### src/rtl/vga_scan_ctrl.sv
// vga_scan_ctrl: VGA raster timing, linear pixel fetch and a
// frame-boundary swapped frame-buffer pointer.
// Optional build macro: VGA_TEST_PATTERN_EN (adds test_mode, colour bars).
// Ports: clk, reset_n | fb_ptr_in/wr -> fb_ptr_active, swap_pending,
// frame_done | pix_req/pix_addr out, pix_data in | vga_* DAC pins.
module vga_scan_ctrl #(
  parameter int H_ACTIVE = 640,
  parameter int H_FP = 16,
  parameter int H_SYNC = 96,
  parameter int H_BP = 48,
  parameter int V_ACTIVE = 480,
  parameter int V_FP = 10,
  parameter int V_SYNC = 2,
  parameter int V_BP = 33,
  parameter bit HS_POL = 1'b0,
  parameter bit VS_POL = 1'b0,
  parameter int PIX_LAT = 2,
  parameter int ADDR_W = 32,
  parameter int BYTES_PP = 4,
  parameter logic [ADDR_W-1:0] FB_RESET_PTR = '0
) (
  input  logic              clk,
  input  logic              reset_n,
`ifdef VGA_TEST_PATTERN_EN
  input  logic              test_mode,
`endif
  input  logic [ADDR_W-1:0] fb_ptr_in,
  input  logic              fb_ptr_wr,
  output logic [ADDR_W-1:0] fb_ptr_active,
  output logic              swap_pending,
  output logic              frame_done,
  output logic              pix_req,
  output logic [ADDR_W-1:0] pix_addr,
  input  logic [23:0]       pix_data,
  output logic [7:0]        vga_r,
  output logic [7:0]        vga_g,
  output logic [7:0]        vga_b,
  output logic              vga_hs,
  output logic              vga_vs,
  output logic              vga_blank_n,
  output logic              vga_sync_n
);

  localparam int unsigned H_TOT = H_ACTIVE + H_FP + H_SYNC + H_BP;
  localparam int unsigned V_TOT = V_ACTIVE + V_FP + V_SYNC + V_BP;
  localparam int HW = $clog2(H_TOT);
  localparam int VW = $clog2(V_TOT);
  localparam int unsigned HS_BEG = H_ACTIVE + H_FP;
  localparam int unsigned HS_END = HS_BEG + H_SYNC;
  localparam int unsigned VS_BEG = V_ACTIVE + V_FP;
  localparam int unsigned VS_END = VS_BEG + V_SYNC;

  typedef struct packed {
    logic        hs;
    logic        vs;
    logic        blank_n;
`ifdef VGA_TEST_PATTERN_EN
    logic        tm;
    logic [23:0] bars;
`endif
  } vid_t;

  logic [HW-1:0]     h;
  logic [VW-1:0]     v;
  int unsigned       hi;
  int unsigned       vi;
  logic              h_last;
  logic              v_last;
  logic              active;
  logic              frame_start;
  logic [ADDR_W-1:0] pend;
  logic [ADDR_W-1:0] addr_q;
  logic [23:0]       rgb_q;
  vid_t              cur;
  vid_t              vid_rst;
  vid_t              tap;
  vid_t              pipe [PIX_LAT+1];

  assign hi = 32'(h);
  assign vi = 32'(v);
  assign h_last = (hi == H_TOT - 1);
  assign v_last = (vi == V_TOT - 1);
  assign active = (hi < H_ACTIVE) && (vi < V_ACTIVE);
  assign frame_start = (h == '0) && (v == '0);
  assign frame_done = h_last && v_last;

  always_ff @(posedge clk or negedge reset_n) begin
    if (!reset_n) begin
      h <= '0;
      v <= '0;
    end else if (h_last) begin
      h <= '0;
      v <= v_last ? '0 : v + VW'(1);
    end else begin
      h <= h + HW'(1);
    end
  end

  // Boundary write bypasses the pending slot and wins over it.
  always_ff @(posedge clk or negedge reset_n) begin
    if (!reset_n) begin
      fb_ptr_active <= FB_RESET_PTR;
      pend <= FB_RESET_PTR;
      swap_pending <= 1'b0;
    end else if (frame_done && fb_ptr_wr) begin
      fb_ptr_active <= fb_ptr_in;
      swap_pending <= 1'b0;
    end else if (frame_done && swap_pending) begin
      fb_ptr_active <= pend;
      swap_pending <= 1'b0;
    end else if (fb_ptr_wr) begin
      pend <= fb_ptr_in;
      swap_pending <= 1'b1;
    end
  end

  // Request is combinational with the count; gating by reset_n
  // keeps it low while held in reset at h=v=0.
`ifdef VGA_TEST_PATTERN_EN
  assign pix_req = reset_n && active && !test_mode;
`else
  assign pix_req = reset_n && active;
`endif

  assign pix_addr = frame_start ? fb_ptr_active : addr_q;

  always_ff @(posedge clk or negedge reset_n) begin
    if (!reset_n) begin
      addr_q <= FB_RESET_PTR;
    end else if (pix_req) begin
      addr_q <= pix_addr + ADDR_W'(BYTES_PP);
    end
  end

`ifdef VGA_TEST_PATTERN_EN
  logic [2:0] bar;
  assign bar = 3'(hi * 8 / H_ACTIVE);
`endif

  always_comb begin
    cur = '0;
    cur.hs = ((hi >= HS_BEG) && (hi < HS_END)) ? HS_POL : ~HS_POL;
    cur.vs = ((vi >= VS_BEG) && (vi < VS_END)) ? VS_POL : ~VS_POL;
    cur.blank_n = active;
`ifdef VGA_TEST_PATTERN_EN
    cur.tm = test_mode;
    cur.bars = {{8{bar[2]}}, {8{bar[1]}}, {8{bar[0]}}};
`endif
  end

  always_comb begin
    vid_rst = '0;
    vid_rst.hs = ~HS_POL;
    vid_rst.vs = ~VS_POL;
  end

  always_ff @(posedge clk or negedge reset_n) begin
    if (!reset_n) begin
      for (int i = 0; i <= PIX_LAT; i++) pipe[i] <= vid_rst;
    end else begin
      pipe[0] <= cur;
      for (int i = 1; i <= PIX_LAT; i++) pipe[i] <= pipe[i-1];
    end
  end

  // pix_data for a request lands while its stage sits at PIX_LAT-1,
  // so the rgb register lines up with the last delay stage.
  assign tap = pipe[PIX_LAT-1];

  always_ff @(posedge clk or negedge reset_n) begin
    if (!reset_n) begin
      rgb_q <= '0;
    end else if (!tap.blank_n) begin
      rgb_q <= '0;
`ifdef VGA_TEST_PATTERN_EN
    end else if (tap.tm) begin
      rgb_q <= tap.bars;
`endif
    end else begin
      rgb_q <= pix_data;
    end
  end

  assign vga_r = rgb_q[23:16];
  assign vga_g = rgb_q[15:8];
  assign vga_b = rgb_q[7:0];
  assign vga_hs = pipe[PIX_LAT].hs;
  assign vga_vs = pipe[PIX_LAT].vs;
  assign vga_blank_n = pipe[PIX_LAT].blank_n;
  assign vga_sync_n = 1'b1;

endmodule

### config.mk
export PLATFORM = sky130hd
export DESIGN_NAME = vga_scan_ctrl
export DESIGN_NICKNAME = d
export VERILOG_FILES = /design/src/rtl/vga_scan_ctrl.sv
export SDC_FILE = /design/constraint.sdc
export NUM_CORES = 1
export LEC_CHECK = 0
export ABC_AREA = 1
export ABC_CLOCK_PERIOD_IN_PS = 3880
export CAP_MARGIN = 20
export CORE_UTILIZATION = 52
export DETAILED_ROUTE_END_ITERATION = 12
export HOLD_SLACK_MARGIN = 0.02
export PLACE_DENSITY_LB_ADDON = 0.05
export SETUP_SLACK_MARGIN = 0.3
export SYNTH_ARGS = -nofsm -noshare
export SYNTH_HDL_FRONTEND = slang
export SYNTH_SLANG_ARGS = --single-unit
### constraint.sdc
create_clock -name clk -period 3.88 [get_ports clk]
set_clock_uncertainty 0.1 [all_clocks]
set_input_delay 0.97 -clock clk [delete_from_list [all_inputs] [get_ports clk]]
set_output_delay 0.97 -clock clk [all_outputs]
set_load 0.01 [all_outputs]
After elaboration in Yosys (flattened, before gate mapping):

Cells that the tools add are included.

* bits in registers: 150
* bits of input ports: 59
* output and inout port bits: 95
* logic and storage cells: 53

* $add $sub $neg: 3
* magnitude comparators: 6
* equal/unequal tests: 2
* multiplexer cells: 11
* bitwise logic cells: 2
* reduce and logical (&&, ||, !) cells: 13

Operator list (number)
* $mux 32: 3
* $add 32x3->32 const B: 1
* $mux 24: 1
* $add 10x1->10 const B: 2
* $eq 10x10->1 const B: 2
* $logic_not 10->1: 2
* $lt 10x10->1 const B: 2
* $lt 10x9->1 const B: 2
* $mux 10: 2
* $ge 10x10->1 const B: 1
* $ge 10x9->1 const B: 1
* $logic_and 1x1->1: 8
* $mux 1: 5
* $reduce_and 3->1: 1
* $reduce_bool 3->1: 1
* $not 1->1: 2
* $reduce_bool 2->1: 1

Logic depth before layout (Yosys ltp):

* word-level depth: 5
* mapped depth: 19
* mapped depth without buffers: 18

Worst setup path after synthesis:

Ideal clock, no wire load.

* path type: reg-to-output
* start: register v[0]
* end: output port pix_addr[2]
* arrival: 1685 ps
* data required time: 2810 ps
* setup slack: 1125 ps
* cell stages (with the launch flop): 11
* path buffers: 1
* path through: dfrtp_1 inv_1 ha_1 inv_1 nor3_4 nand3_4 buf_6 nand2_1 inv_1 nor2_1 inv_1

* cells in the longest elaborated chain, start to end: 3

Ends and longest elaborated chain
* from (decl): RTL line 64 `logic [VW-1:0] v;`
* from (signal assigned): RTL line 93 `v <= v_last ? '0 : v + VW'(1);`
* $logic_not 10->1: RTL line 84 `assign frame_start = (h == '0) && (v == '0);`
* $logic_and 1x1->1: RTL line 84
* $mux 32: RTL line 125 `assign pix_addr = frame_start ? fb_ptr_active : addr_q;`
* to (decl): RTL line 33 `output logic [ADDR_W-1:0] pix_addr,`

Every way passes these cells.

Final worst setup path:

* start: register v[1]
* end: output port pix_addr[2]

Same word-level chain as after synthesis.

==> impl_metrics.tcl <==
set metrics [dict create \
    h-tree-depth 4 \
    vias 6537 \
    r2r-end "addr_q[28]" \
    grt_pass1_wl_um 32200 \
    track_usage 0.2874 \
    syn-cell-area_sq_um 7413 \
    synthFlopType "dfrtp_1" \
    ys_warn_count 0 \
    drc_errors 0 \
    grt_max_degree 82 \
    antenna_found_initial 0 \
    required_ns 2.81 \
    synth.net_count 911 \
    endpoint_kind "primary output" \
    drv_cap 0 \
    min_path_cells 0 \
    status "finished, final reports clean" \
    placement_rows 43 \
    worstHoldPathType "register to register" \
    clk_latency_ns 0.43 \
    synth_cells 847 \
    slew_headroom 0.4130 \
    fmax_mhz 286.9 \
    reg2reg_setup_slack_ns 0.89 \
    post-route-cell-area_sq_um 10010 \
    cts_tree "yes" \
    ant_nets 0 \
    wl_per_cell_um 17.22 \
    syn_to_final_growth_pct 34.99 \
    clockRootBuffer "clkbuf_16" \
    grt_overflow_total 0 \
    finalSetupTns_ns 0 \
    drtPass1Iterations 6 \
    vdd.ir_drop.worst_uv 339.0 \
    synth-seq-cells 150 \
    antenna-diode-count 0 \
    io_buffers 152 \
    fp.coreArea_sq_um 13880 \
    ys_async_sr_fraction 1.000 \
    holdPathEnd "pipe[5]" \
    synth_enable_flop_cells 0 \
    reg2regPathDepth 18 \
    crit_fanout 6 \
    leakage_nw 4.983 \
    dp_hpwl_um 14310 \
    detail_route.vias_per_cell 5.420 \
    wl_um 20760 \
    setup_violations 0 \
    seq_area_frac_synth 0.5073 \
    critical_path_class "register to primary output" \
    dieWidth_um 121.4 \
    die_height_um 121.4 \
    fin_nets 1077 \
    reg2reg_from "v[1]" \
    startpoint_type "register" \
    gp_congestion 0.9092 \
    num_io_pins 154 \
    yosysUniqueCellTypes 41 \
    numCtsBuffers 17 \
    ctsHoldBuffers 0 \
    min_period_over_period 0.8982 \
    drive_gt1_frac 0.1374 \
    grt_util_met1 0.3999 \
    grt_pass1_vias 6301 \
    slew_violations 0 \
    clock_path_buffers 2 \
    die-area_sq_um 14740 \
    worstHoldStart "pipe[8]" \
    worst_pin_slew_ns 0.8806 \
    first_iter_violations 498 \
    powerDensity_nw_per_um2 425.1 \
    rsz0062_at_grt "no" \
    clk_pin_slew_ns 0.06 \
    synth_area_per_cell_sq_um 8.752 \
    numClockSinks 150 \
    top_usage_layer "met2" \
    initial_utilization 0.5341 \
    critPathArrivalTime_ns 2.41 \
    grt_util_met3 0.07425 \
    place_area_sq_um 9064 \
    met2_usage 0.4425 \
    fin_crit_ns 3.485 \
    hold_viol_final 0 \
]
[logic make-up (layout without fill, tap and decap cells)]
logic type,count (synthesis),in the layout,synth area share
AOI/OAI and AO/OA,72,72,0.06734
xor gates and xnor gates,13,13,0.01536
adders and majority gates,5,5,0.008439
buffers and inverters,109,288,0.06515
DFF,150,150,0.5073
muxes,32,32,0.04861
other,1,1,0.0005058
and+or+nand+nor,465,465,0.2873
[what timing repair did]
item | in CTS | in global routing
cloned | 0 | 1
resized for setup | 18 | 39
buffers inserted | 4 | 9
pin swaps | 2 | 10
setup endpoints to repair | 31 | 27
endpoints found under the hold margin | 0 | 0
[flip-flops by register name (all words and copies together), names as in the netlist]
signal,count
fb_ptr_active,32
addr_q,32
v,10
pend,32
pipe,6
rgb_q,24
vga_vs,1
swap_pending,1
vga_hs,1
h,10
vga_blank_n,1
[final cells by class]
type	instances	area (sq um)
Inverter	76	285.3
Clock inverter	15	220.2
Clock buffer	17	425.4
Sequential cell	150	3761
Multi-Input combinational cell	588	3227
Timing Repair Buffer	180	1863
Fill cell	1063	3874
Tap cell	180	225.2
[power by group]
group / total, W / internal, W / switching [W]
clock: 0.00179 / 0.00109 / 0.000698
combinational: 0.000690 / 0.000326 / 0.000364
sequential: 0.00177 / 0.00169 / 0.0000812
total: 0.00425 / 0.00311 / 0.00114
[cells in the final DEF, fill, tap and decap left out, types with 12 or more instances in the layout]
cell,synthesis,routed
buf_4,11,20
clkbuf_16,0,18
clkdlybuf4s50_1,0,121
dfrtp_1,144,144
dlymetal6s2s_1,0,23
inv_1,74,71
mux2_1,20,20
mux2_2,12,12
nand2_1,274,270
nand2_2,19,23
nand3_1,47,46
nand4_1,28,28
nor2_1,57,55
o21ai_0,22,19
o221ai_1,32,32
[cells in the mapped netlist (all sizes together) (4+ instances only)]
cell / n / share of area
a21oi: 4 / 0.0027
buf: 22 / 0.021
clkbuf: 11 / 0.0056
dfrtp: 144 / 0.49
dfstp: 6 / 0.021
ha: 5 / 0.0084
inv: 76 / 0.038
mux2: 32 / 0.049
nand2: 295 / 0.16
nand3: 48 / 0.034
nand4: 30 / 0.027
nor2: 77 / 0.055
nor3: 7 / 0.0062
o21ai: 29 / 0.020
o21bai: 4 / 0.0041
o221ai: 32 / 0.038
xor2: 10 / 0.012
[metrics by stage]
step / utilization / total power [W] / cells / hold WS, ns / setup WS, ns
floorplan: - / 0.002098 / 847 / 0.2312 / 1.125
detailed placement: 0.6530 / 0.002473 / 1159 / 0.2533 / 0.5551
global placement: 0.6530 / 0.002453 / 1159 / 0.2323 / 0.6072
finish: 0.7209 / 0.004254 / 1206 / 0.2570 / 0.3951
global route: 0.7209 / 0.004425 / 1206 / 0.2605 / 0.2779
CTS: 0.7033 / 0.004261 / 1195 / 0.2590 / 0.2207
[how the worst max path moves through the flow]
| stage | cells after the start | start | to | slack (ns) |
|---|---|---|---|---|
| 3_5_place_dp | 7 | v[0] | pix_addr[31] | 0.56 |
| 6_report | 12 | v[1] | pix_addr[2] | 0.40 |
| 3_3_place_gp | 8 | v[0] | pix_addr[15] | 0.61 |
| 2_1_floorplan | 10 | v[0] | pix_addr[2] | 1.13 |
| 4_1_cts | 8 | v[0] | pix_addr[15] | 0.22 |
| 5_1_grt | 12 | v[1] | pix_addr[2] | 0.28 |
[worst max-delay path, cell delays in order (launching register included)]
cell,delay (ns)
dfrtp_1,0.40
inv_2,0.10
ha_4,0.14
inv_1,0.07
nor3_4,0.20
buf_12,0.15
nand3_4,0.13
buf_6,0.16
nand2_1,0.05
inv_1,0.07
nor2_4,0.16
inv_2,0.07
dlygate4sd2_1,0.28
[per-layer routing]
| layer | wire length [um] | vias to the layer above |
|---|---|---|
| met5 | 0 | - |
| met4 | 251 | 0 |
| met3 | 1653 | 24 |
| met2 | 9607 | 265 |
| met1 | 9249 | 3150 |
| li1 | - | 3098 |
(Power assumes the default switching activity.)
